<file path="config.mk">
export PLATFORM = sky130hd
export DESIGN_NAME = uart_cmd_sequencer_flat
export DESIGN_NICKNAME = d
export VERILOG_FILES = /design/src/rtl/uart_cmd_sequencer_pkg.sv /design/src/rtl/uart_cmd_sequencer_if.sv /design/src/rtl/uart_cmd_sequencer_cmd_payload_buf.sv /design/src/rtl/uart_cmd_sequencer.sv /design/src/flat_wrapper.sv
export SDC_FILE = /design/constraint.sdc
export NUM_CORES = 1
export LEC_CHECK = 0
export CAP_MARGIN = 20
export CORE_MARGIN = 5
export CORE_UTILIZATION = 58
export DETAILED_ROUTE_END_ITERATION = 6
export GPL_TIMING_DRIVEN = 0
export PLACE_DENSITY = 0.83
export RECOVER_POWER = 50
export SLEW_MARGIN = 20
export SYNTH_ARGS = -nofsm -noshare
export SYNTH_HDL_FRONTEND = slang
export SYNTH_HIERARCHICAL = 1
export SYNTH_SLANG_ARGS = --single-unit
</file>
<file path="constraint.sdc">
create_clock -name clk -period 4.5 [get_ports clk]
set_clock_uncertainty 0.2 [all_clocks]
set_input_delay 0.675 -clock clk [delete_from_list [all_inputs] [get_ports clk]]
set_output_delay 0.675 -clock clk [all_outputs]
set_load 0.01 [all_outputs]
</file>
<file path="src/rtl/uart_cmd_sequencer_pkg.sv">
// Shared definitions for the UART command sequencer.
// Holds the FSM state encoding, the abort-cause codes reported on o_err_code,
// the default frame-start marker and small helpers for parameter-derived widths.
package uart_cmd_pkg;

  // FSM state encoding (3 bits, also exported on the debug state output)
  localparam logic [2:0] ST_IDLE  = 3'd0;
  localparam logic [2:0] ST_ADDR  = 3'd1;
  localparam logic [2:0] ST_LEN   = 3'd2;
  localparam logic [2:0] ST_DATA  = 3'd3;
  localparam logic [2:0] ST_CHK   = 3'd4;
  localparam logic [2:0] ST_WRITE = 3'd5;

  // Abort causes
  localparam logic [1:0] ERR_NONE    = 2'b00;
  localparam logic [1:0] ERR_LEN     = 2'b01;
  localparam logic [1:0] ERR_TIMEOUT = 2'b10;
  localparam logic [1:0] ERR_CHK     = 2'b11;

  localparam logic [7:0] DEFAULT_SYNC_BYTE = 8'hA5;

  // Allowed inter-byte gap expressed in system clock cycles.
  function automatic int timeout_ticks(input int clk_rate, input int baud_rate,
                                       input int bits);
    return (clk_rate / baud_rate) * bits;
  endfunction

  // Index width needed to address a MAX_LEN-entry payload buffer (at least 1).
  function automatic int buf_idx_w(input int max_len);
    return (max_len > 1) ? $clog2(max_len) : 1;
  endfunction

endpackage

</file>
<file path="src/rtl/uart_cmd_sequencer_if.sv">
// Register-bus write port driven by the command sequencer.
//   wr_en    : write request (valid)
//   wr_addr  : write address
//   wr_data  : write data
//   wr_ready : register port accepts the write this cycle
// Handshake: a word transfers on every rising clk edge where wr_en && wr_ready.
// While wr_en is high and wr_ready low, the master keeps wr_addr/wr_data stable
// and does not drop wr_en; the slave may raise wr_ready at any time.
interface uart_cmd_sequencer_if;
  logic       wr_en;
  logic [7:0] wr_addr;
  logic [7:0] wr_data;
  logic       wr_ready;

  modport master (output wr_en, output wr_addr, output wr_data, input wr_ready);
  modport slave  (input wr_en, input wr_addr, input wr_data, output wr_ready);
endinterface

</file>
<file path="src/rtl/uart_cmd_sequencer_cmd_payload_buf.sv">
// Payload buffer: MAX_LEN x 8-bit register file.
//   clk   : system clock
//   we    : write enable (synchronous write of wdata at idx)
//   idx   : shared read/write index
//   wdata : byte to store
//   rdata : byte at idx (asynchronous read)
// Contents are not reset; the sequencer only reads entries it has written.
module cmd_payload_buf
  import uart_cmd_pkg::*;
#(
  parameter int MAX_LEN = 16,
  parameter int IW      = buf_idx_w(MAX_LEN)
) (
  input  logic          clk,
  input  logic          we,
  input  logic [IW-1:0] idx,
  input  logic [7:0]    wdata,
  output logic [7:0]    rdata
);

  logic [7:0] mem [MAX_LEN];

  always_ff @(posedge clk) begin
    if (we) mem[idx] <= wdata;
  end

  assign rdata = mem[idx];

endmodule

</file>
<file path="src/rtl/uart_cmd_sequencer.sv">
// UART command sequencer: parses SYNC, ADDR, LEN, DATA x LEN [, CHK] frames from
// the UART receiver byte stream, buffers the payload and replays it as
// sequential register writes (base+i, data[i]) over a valid/ready port.
// Ports:
//   clk, rst           : clock, asynchronous active-high reset
//   i_rx_data/_done    : received byte and its one-cycle strobe
//   i_rx_receiving     : receiver mid-byte, holds the inter-byte timeout at 0
//   wr                 : register write port (master side)
//   o_busy             : any state other than IDLE
//   o_frame_ok/_err    : one-cycle completion / abort pulses
//   o_err_code         : cause of the last abort (held until the next abort)
//   o_overrun          : a byte arrived during WRITE and was dropped
//   o_dbg_state        : current FSM state
// Optional feature macro: UART_CMD_CHECKSUM_EN adds a trailing CHK byte that must
// equal ADDR ^ LEN ^ DATA[0] ^ ... ^ DATA[LEN-1].
module uart_cmd_sequencer
  import uart_cmd_pkg::*;
#(
  parameter int         CLK_RATE     = 100_000_000,
  parameter int         BAUD_RATE    = 9_600,
  parameter int         MAX_LEN      = 16,
  parameter logic [7:0] SYNC_BYTE    = DEFAULT_SYNC_BYTE,
  parameter int         TIMEOUT_BITS = 20
) (
  input  logic                        clk,
  input  logic                        rst,
  input  logic [7:0]                  i_rx_data,
  input  logic                        i_rx_done,
  input  logic                        i_rx_receiving,
  uart_cmd_sequencer_if.master        wr,
  output logic                        o_busy,
  output logic                        o_frame_ok,
  output logic                        o_frame_err,
  output logic [1:0]                  o_err_code,
  output logic                        o_overrun,
  output logic [2:0]                  o_dbg_state
);

  localparam int TIMEOUT_TICKS = timeout_ticks(CLK_RATE, BAUD_RATE, TIMEOUT_BITS);
  localparam int TW = (TIMEOUT_TICKS > 1) ? $clog2(TIMEOUT_TICKS) : 1;
  localparam int IW = buf_idx_w(MAX_LEN);
  localparam logic [TW-1:0] TMO_LAST  = TW'(TIMEOUT_TICKS - 1);
  localparam logic [7:0]    MAX_LEN_B = 8'(MAX_LEN);

  logic [2:0]    state;
  logic [7:0]    base;
  logic [7:0]    len;
  logic [7:0]    idx;
  logic [TW-1:0] tmo_cnt;
  logic [7:0]    rd_data;
  logic          in_parse;
  logic          in_write;
  logic          tmo_hit;
  logic          last_idx;
`ifdef UART_CMD_CHECKSUM_EN
  logic [7:0]    chk_acc;
`endif

  assign in_parse = (state == ST_ADDR) || (state == ST_LEN) ||
                    (state == ST_DATA) || (state == ST_CHK);
  assign in_write = (state == ST_WRITE);
  assign last_idx = (idx == len - 8'd1);
  // Receiver activity also suppresses the abort, matching the counter hold.
  assign tmo_hit  = (tmo_cnt == TMO_LAST) && !i_rx_receiving;

  cmd_payload_buf #(.MAX_LEN(MAX_LEN), .IW(IW)) u_buf (
    .clk   (clk),
    .we    ((state == ST_DATA) && i_rx_done),
    .idx   (idx[IW-1:0]),
    .wdata (i_rx_data),
    .rdata (rd_data)
  );

  // Address/data are forced to 0 outside WRITE so idle outputs never expose
  // stale buffer contents.
  assign wr.wr_en     = in_write;
  assign wr.wr_addr   = in_write ? base + idx : 8'h00;
  assign wr.wr_data   = in_write ? rd_data : 8'h00;
  assign o_busy       = (state != ST_IDLE);
  assign o_dbg_state  = state;

  always_ff @(posedge clk or posedge rst) begin
    if (rst) begin
      state       <= ST_IDLE;
      base        <= 8'h00;
      len         <= 8'h00;
      idx         <= 8'h00;
      tmo_cnt     <= '0;
      o_frame_ok  <= 1'b0;
      o_frame_err <= 1'b0;
      o_err_code  <= ERR_NONE;
      o_overrun   <= 1'b0;
`ifdef UART_CMD_CHECKSUM_EN
      chk_acc     <= 8'h00;
`endif
    end else begin
      o_frame_ok  <= 1'b0;
      o_frame_err <= 1'b0;
      o_overrun   <= 1'b0;
      tmo_cnt     <= (in_parse && !i_rx_done && !i_rx_receiving) ? tmo_cnt + TW'(1) : '0;

      // A byte arriving on the timeout cycle takes priority over the abort.
      if (in_parse && !i_rx_done && tmo_hit) begin
        state       <= ST_IDLE;
        o_frame_err <= 1'b1;
        o_err_code  <= ERR_TIMEOUT;
      end else begin
        case (state)
          ST_IDLE: begin
`ifdef UART_CMD_CHECKSUM_EN
            chk_acc <= 8'h00;
`endif
            if (i_rx_done && (i_rx_data == SYNC_BYTE)) state <= ST_ADDR;
          end
          ST_ADDR: begin
            if (i_rx_done) begin
              base  <= i_rx_data;
`ifdef UART_CMD_CHECKSUM_EN
              chk_acc <= chk_acc ^ i_rx_data;
`endif
              state <= ST_LEN;
            end
          end
          ST_LEN: begin
            if (i_rx_done) begin
              if ((i_rx_data == 8'h00) || (i_rx_data > MAX_LEN_B)) begin
                state       <= ST_IDLE;
                o_frame_err <= 1'b1;
                o_err_code  <= ERR_LEN;
              end else begin
                len   <= i_rx_data;
                idx   <= 8'h00;
`ifdef UART_CMD_CHECKSUM_EN
                chk_acc <= chk_acc ^ i_rx_data;
`endif
                state <= ST_DATA;
              end
            end
          end
          ST_DATA: begin
            if (i_rx_done) begin
`ifdef UART_CMD_CHECKSUM_EN
              chk_acc <= chk_acc ^ i_rx_data;
`endif
              if (last_idx) begin
                idx <= 8'h00;
`ifdef UART_CMD_CHECKSUM_EN
                state <= ST_CHK;
`else
                state <= ST_WRITE;
`endif
              end else begin
                idx <= idx + 8'd1;
              end
            end
          end
`ifdef UART_CMD_CHECKSUM_EN
          ST_CHK: begin
            if (i_rx_done) begin
              if (i_rx_data == chk_acc) begin
                state <= ST_WRITE;
              end else begin
                state       <= ST_IDLE;
                o_frame_err <= 1'b1;
                o_err_code  <= ERR_CHK;
              end
            end
          end
`endif
          ST_WRITE: begin
            if (i_rx_done) o_overrun <= 1'b1;
            if (wr.wr_ready) begin
              if (last_idx) begin
                idx        <= 8'h00;
                state      <= ST_IDLE;
                o_frame_ok <= 1'b1;
              end else begin
                idx <= idx + 8'd1;
              end
            end
          end
          default: state <= ST_IDLE;
        endcase
      end
    end
  end

endmodule

</file>
<file path="src/flat_wrapper.sv">
// flat-port wrapper written by rule: the top's interface ports become plain ports
module uart_cmd_sequencer_flat import uart_cmd_pkg::*;
#(
  parameter int         CLK_RATE     = 100_000_000,
  parameter int         BAUD_RATE    = 9_600,
  parameter int         MAX_LEN      = 16,
  parameter logic [7:0] SYNC_BYTE    = DEFAULT_SYNC_BYTE,
  parameter int         TIMEOUT_BITS = 20
)
  (clk, rst, i_rx_data, i_rx_done, i_rx_receiving, o_busy, o_frame_ok, o_frame_err, o_err_code, o_overrun, o_dbg_state, wr_wr_en, wr_wr_addr, wr_wr_data, wr_wr_ready);
  uart_cmd_sequencer_if wr_i ();
  input  logic clk;
  input  logic rst;
  input  logic [7:0] i_rx_data;
  input  logic i_rx_done;
  input  logic i_rx_receiving;
  output logic o_busy;
  output logic o_frame_ok;
  output logic o_frame_err;
  output logic [1:0] o_err_code;
  output logic o_overrun;
  output logic [2:0] o_dbg_state;
  output wire logic [$bits(wr_i.wr_en)-1:0] wr_wr_en;
  output wire logic [$bits(wr_i.wr_addr)-1:0] wr_wr_addr;
  output wire logic [$bits(wr_i.wr_data)-1:0] wr_wr_data;
  input wire logic [$bits(wr_i.wr_ready)-1:0] wr_wr_ready;
  assign wr_wr_en = wr_i.wr_en;
  assign wr_wr_addr = wr_i.wr_addr;
  assign wr_wr_data = wr_i.wr_data;
  assign wr_i.wr_ready = wr_wr_ready;
  uart_cmd_sequencer #(.CLK_RATE(CLK_RATE), .BAUD_RATE(BAUD_RATE), .MAX_LEN(MAX_LEN), .SYNC_BYTE(SYNC_BYTE), .TIMEOUT_BITS(TIMEOUT_BITS)) u_core (.clk(clk), .rst(rst), .i_rx_data(i_rx_data), .i_rx_done(i_rx_done), .i_rx_receiving(i_rx_receiving), .wr(wr_i), .o_busy(o_busy), .o_frame_ok(o_frame_ok), .o_frame_err(o_frame_err), .o_err_code(o_err_code), .o_overrun(o_overrun), .o_dbg_state(o_dbg_state));
endmodule
</file>
==> summary.md <==
| Metric | Value |
|---|---|
| Clock Tree Root | `clkbuf_16` |
| Rows | `42` |
| DR pass1 iterations | `5` |
| Pleak | `~3.2 nW` |
| Clock Pin Slew Worst Setup and Hold Paths | `60 ps` |
| Sequential area share after synthesis | `0.646` |
| DIE HEIGHT | `127 um` |
| Num CTS Buffers | `17` |
| Final Setup Violations | `0` |
| Synth Flop Type | `edfxtp_1` |
| Setup Crit Path Kind | `reg2out` |
| Number of synthesized flops with an enable pin | `between 100 and 150` |
| Post-synth top area share | `0.488` |
| Drt total wl | `16900 um` |
| Slowest cell on crit path | `dfrtp_1` |
| Failing checks | `capacitance limit, slew limit` |
| Worst slew pin tran | `roughly 1700 ps` |
| Critical-path maximum fanout | `9` |
| Area occupied by multi-input gates | `between 2000 and 3000 um2` |
| Number of global-route vias before repair | `between 5000 and 6000` |
| FF/Latch Area | `approximately 5100 um2` |
| Final period util | `0.920` |
| H-tree levels | `4` |
| Max-Slew Margin vs Limit | `-0.151` |
| Largest area contributor in the netlist | `edfxtp_1` |
| Hold_buf cts | `0` |
| Worst Path Arrival | `approximately 3300 ps` |
| Final Critical Period | `4140 ps` |
| GRT Util Overall | `0.220` |
| WP buf/inv | `1` |
| P&R area growth vs syn | `14.8%` |
| Clock latency on the worst-skew pair | `roughly 420 ps` |
| Worst Slack Setup Final | `roughly 360 ps` |
| Drt drc | `0` |
| Final ANT Viol Nets | `0` |
| Drt wl/cell | `about 22 um` |
| Pin count of the biggest net entering global routing | `33` |
| Worst setup EP type | `output port` |
| Setup TNS | `0 ps` |
| Syn Inst Count | `538` |
| CTS resizes | `0` |
| Worst path cell trace | `ha_1 > a21o_1 > a21oi_1 > o21bai_1 > a2111oi_0 > o21ai_0 > a21oi_1 > clkdlybuf4s50_1` |
| DIE WIDTH | `127 um` |
| Post-detail-place hpwl | `around 11000 um` |
| Die area | `about 16000 um2` |
| Top cells by area, synth | `edfxtp_1 (49%), dfrtp_1 (16%), mux4_2 (9.1%), nor2_1 (2.2%), xor2_1 (2.0%)` |
| Initial core utilization | `0.593` |
| Crit path required time | `roughly 3600 ps` |
| Num ports | `39` |
| Ant diodes | `0` |
| Startpoint types | `flop` |
| Post-synth ARST share | `0.281` |
| Commonest non-fill, non-tap cell in the layout | `edfxtp_1` |
| Fillers | `between 900 and 1000` |
| Avg Vias per Cell | `around 6.2` |
| Pwr Density | `approximately 530 nW/um2` |
| Mapped Area | `7880 um2` |
| Net Count, Synth | `about 560` |
| Synth cell types | `between 50 and 60` |
| Outcome | `finished with violations` |
| Crit-path most repeated cell | `a21oi_1` |
| Crit-path max cell delay | `580 ps` |
| CTS tree | `built` |
| First-pass GRT wire length | `between 20000 and 30000 um` |
| Core ar. | `approximately 13000 um2` |
| Max Cap Violations | `1` |
| Final #Nets | `619` |
| Most frequent cells in the layout | `edfxtp_1 (128), dfrtp_1 (50), nor2_1 (47)` |
| Syn_area_per_cell | `between 10 and 15 um2` |
| Gpl congestion | `0.909` |
| Seq cells post-synth | `between 150 and 200` |
| Pwr Total | `4.78 mW` |
| Grt ovf | `0` |
| Port bufs | `37` |
| Initial antenna violation count | `0` |
| Final Hold Fails | `0` |
| Peak VDD IR | `0.000339 V` |
| CTS max path bufs | `2` |
| Fin. max-slew vios | `33` |
| Peak Freq | `approximately 240 MHz` |
| Synth Warn # | `6` |
| RSZ-0062 raised after global routing | `false` |
| Worst min-delay path class | `reg2reg` |
| Clock sink count | `around 180` |
| Setup bufs post-CTS | `0` |
| Initial DRC Count | `a little under 500` |
| Layout cells sized above 1 | `0.155` |
| Crit path max-delay family | `compound AO/OA/AOI/OAI gates` |
| Via count | `around 4800` |
| Worst slack at placement | `around 850 ps` |
flip-flops by register name (all words and copies together) (netlist names):
register and count:
u_core/o_dbg_state 3, u_core/base 8, u_core/u_buf/mem 128, u_core/o_frame_ok 1, u_core/o_overrun 1, u_core/idx 8
u_core/o_frame_err 1, u_core/len 8, u_core/o_err_code 2, u_core/tmo_cnt 18
routing by layer:
metal / global-route usage / up-vias / wire length [um]
li1: - / 2164 / -
met1: 0.295 / 2425 / 7070
met2: 0.355 / 201 / 8400
met3: 0.0576 / 29 / 1030
met4: 0.0713 / 0 / 407
met5: 0 / - / 0
where the power goes:
part	switching, mW	internal, mW	total (mW)
Clock	0.585	0.863	1.45
Combinational	0.726	0.580	1.31
Sequential	0.136	1.89	2.03
worst paths after layout:
path	from	to	slack, ps	cells after the start
max in group asynchronous	rst	u_core/base[4]$_DFFE_PP0P_	1440	3
min reg2reg	u_core/len[7]$_DFFE_PP0P_	u_core/len[7]$_DFFE_PP0P_	310	1
max reg2reg	u_core/o_dbg_state[1]$_DFFE_PP0P_	u_core/u_buf/mem[2][3]$_DFFE_PP_	1400	5
min	u_core/len[7]$_DFFE_PP0P_	u_core/len[7]$_DFFE_PP0P_	310	1
max	u_core/idx[1]$_DFFE_PP0P_	wr_wr_addr[7]	360	8
min in group asynchronous	rst	u_core/tmo_cnt[0]$_DFF_PP0_	610	2
per-stage QoR:
step           std cells  hold slack [ps]  utilization  cell area (um2)
2_1_floorplan        538              268            -             7880
3_3_place_gp         751              288        0.637             8470
3_5_place_dp         752              293        0.640             8510
4_1_cts              782              313        0.683             9080
5_1_grt              782              344        0.681             9050
6_report             782              313        0.681             9050
synth_stat cells, types with 3 or more instances:
cell type / n
o21ai_0: 13
buf_1: 4
nand4_1: 4
a22oi_1: 16
xnor2_1: 14
xor2_1: 18
nand2b_1: 5
mux2i_1: 3
a21o_1: 4
and3_1: 4
nor2b_1: 3
nor3_1: 13
mux4_2: 32
nand2_1: 33
ha_1: 10
clkbuf_1: 7
mux2_2: 13
buf_2: 6
buf_6: 4
dfrtp_1: 50
nand3_1: 16
and2_1: 18
or3_1: 4
edfxtp_1: 128
inv_1: 11
a21oi_1: 13
nor2_1: 47
nor4_1: 6
nand3b_1: 3
or2_2: 3
cells by family after synthesis:
kind of cell	Yosys count	synth area share
AOI/OAI and AO/OA	63	0.0517
muxes	48	0.114
and+or+nand+nor	173	0.113
DFF	178	0.646
buffers and inverters	33	0.0206
adders and majority gates	11	0.0184
xor gates and xnor gates	32	0.0356
cell type report:
type                            instances  area share
Timing Repair Buffer                   38      0.0413
Clock inverter                         11      0.0153
Sequential cell                       178       0.563
Tap cell                              176      0.0243
Inverter                               11     0.00456
Buffer                                 22      0.0118
Clock buffer                           19      0.0478
Multi-Input combinational cell        327       0.292
Power figures use the tool's default switching activity.
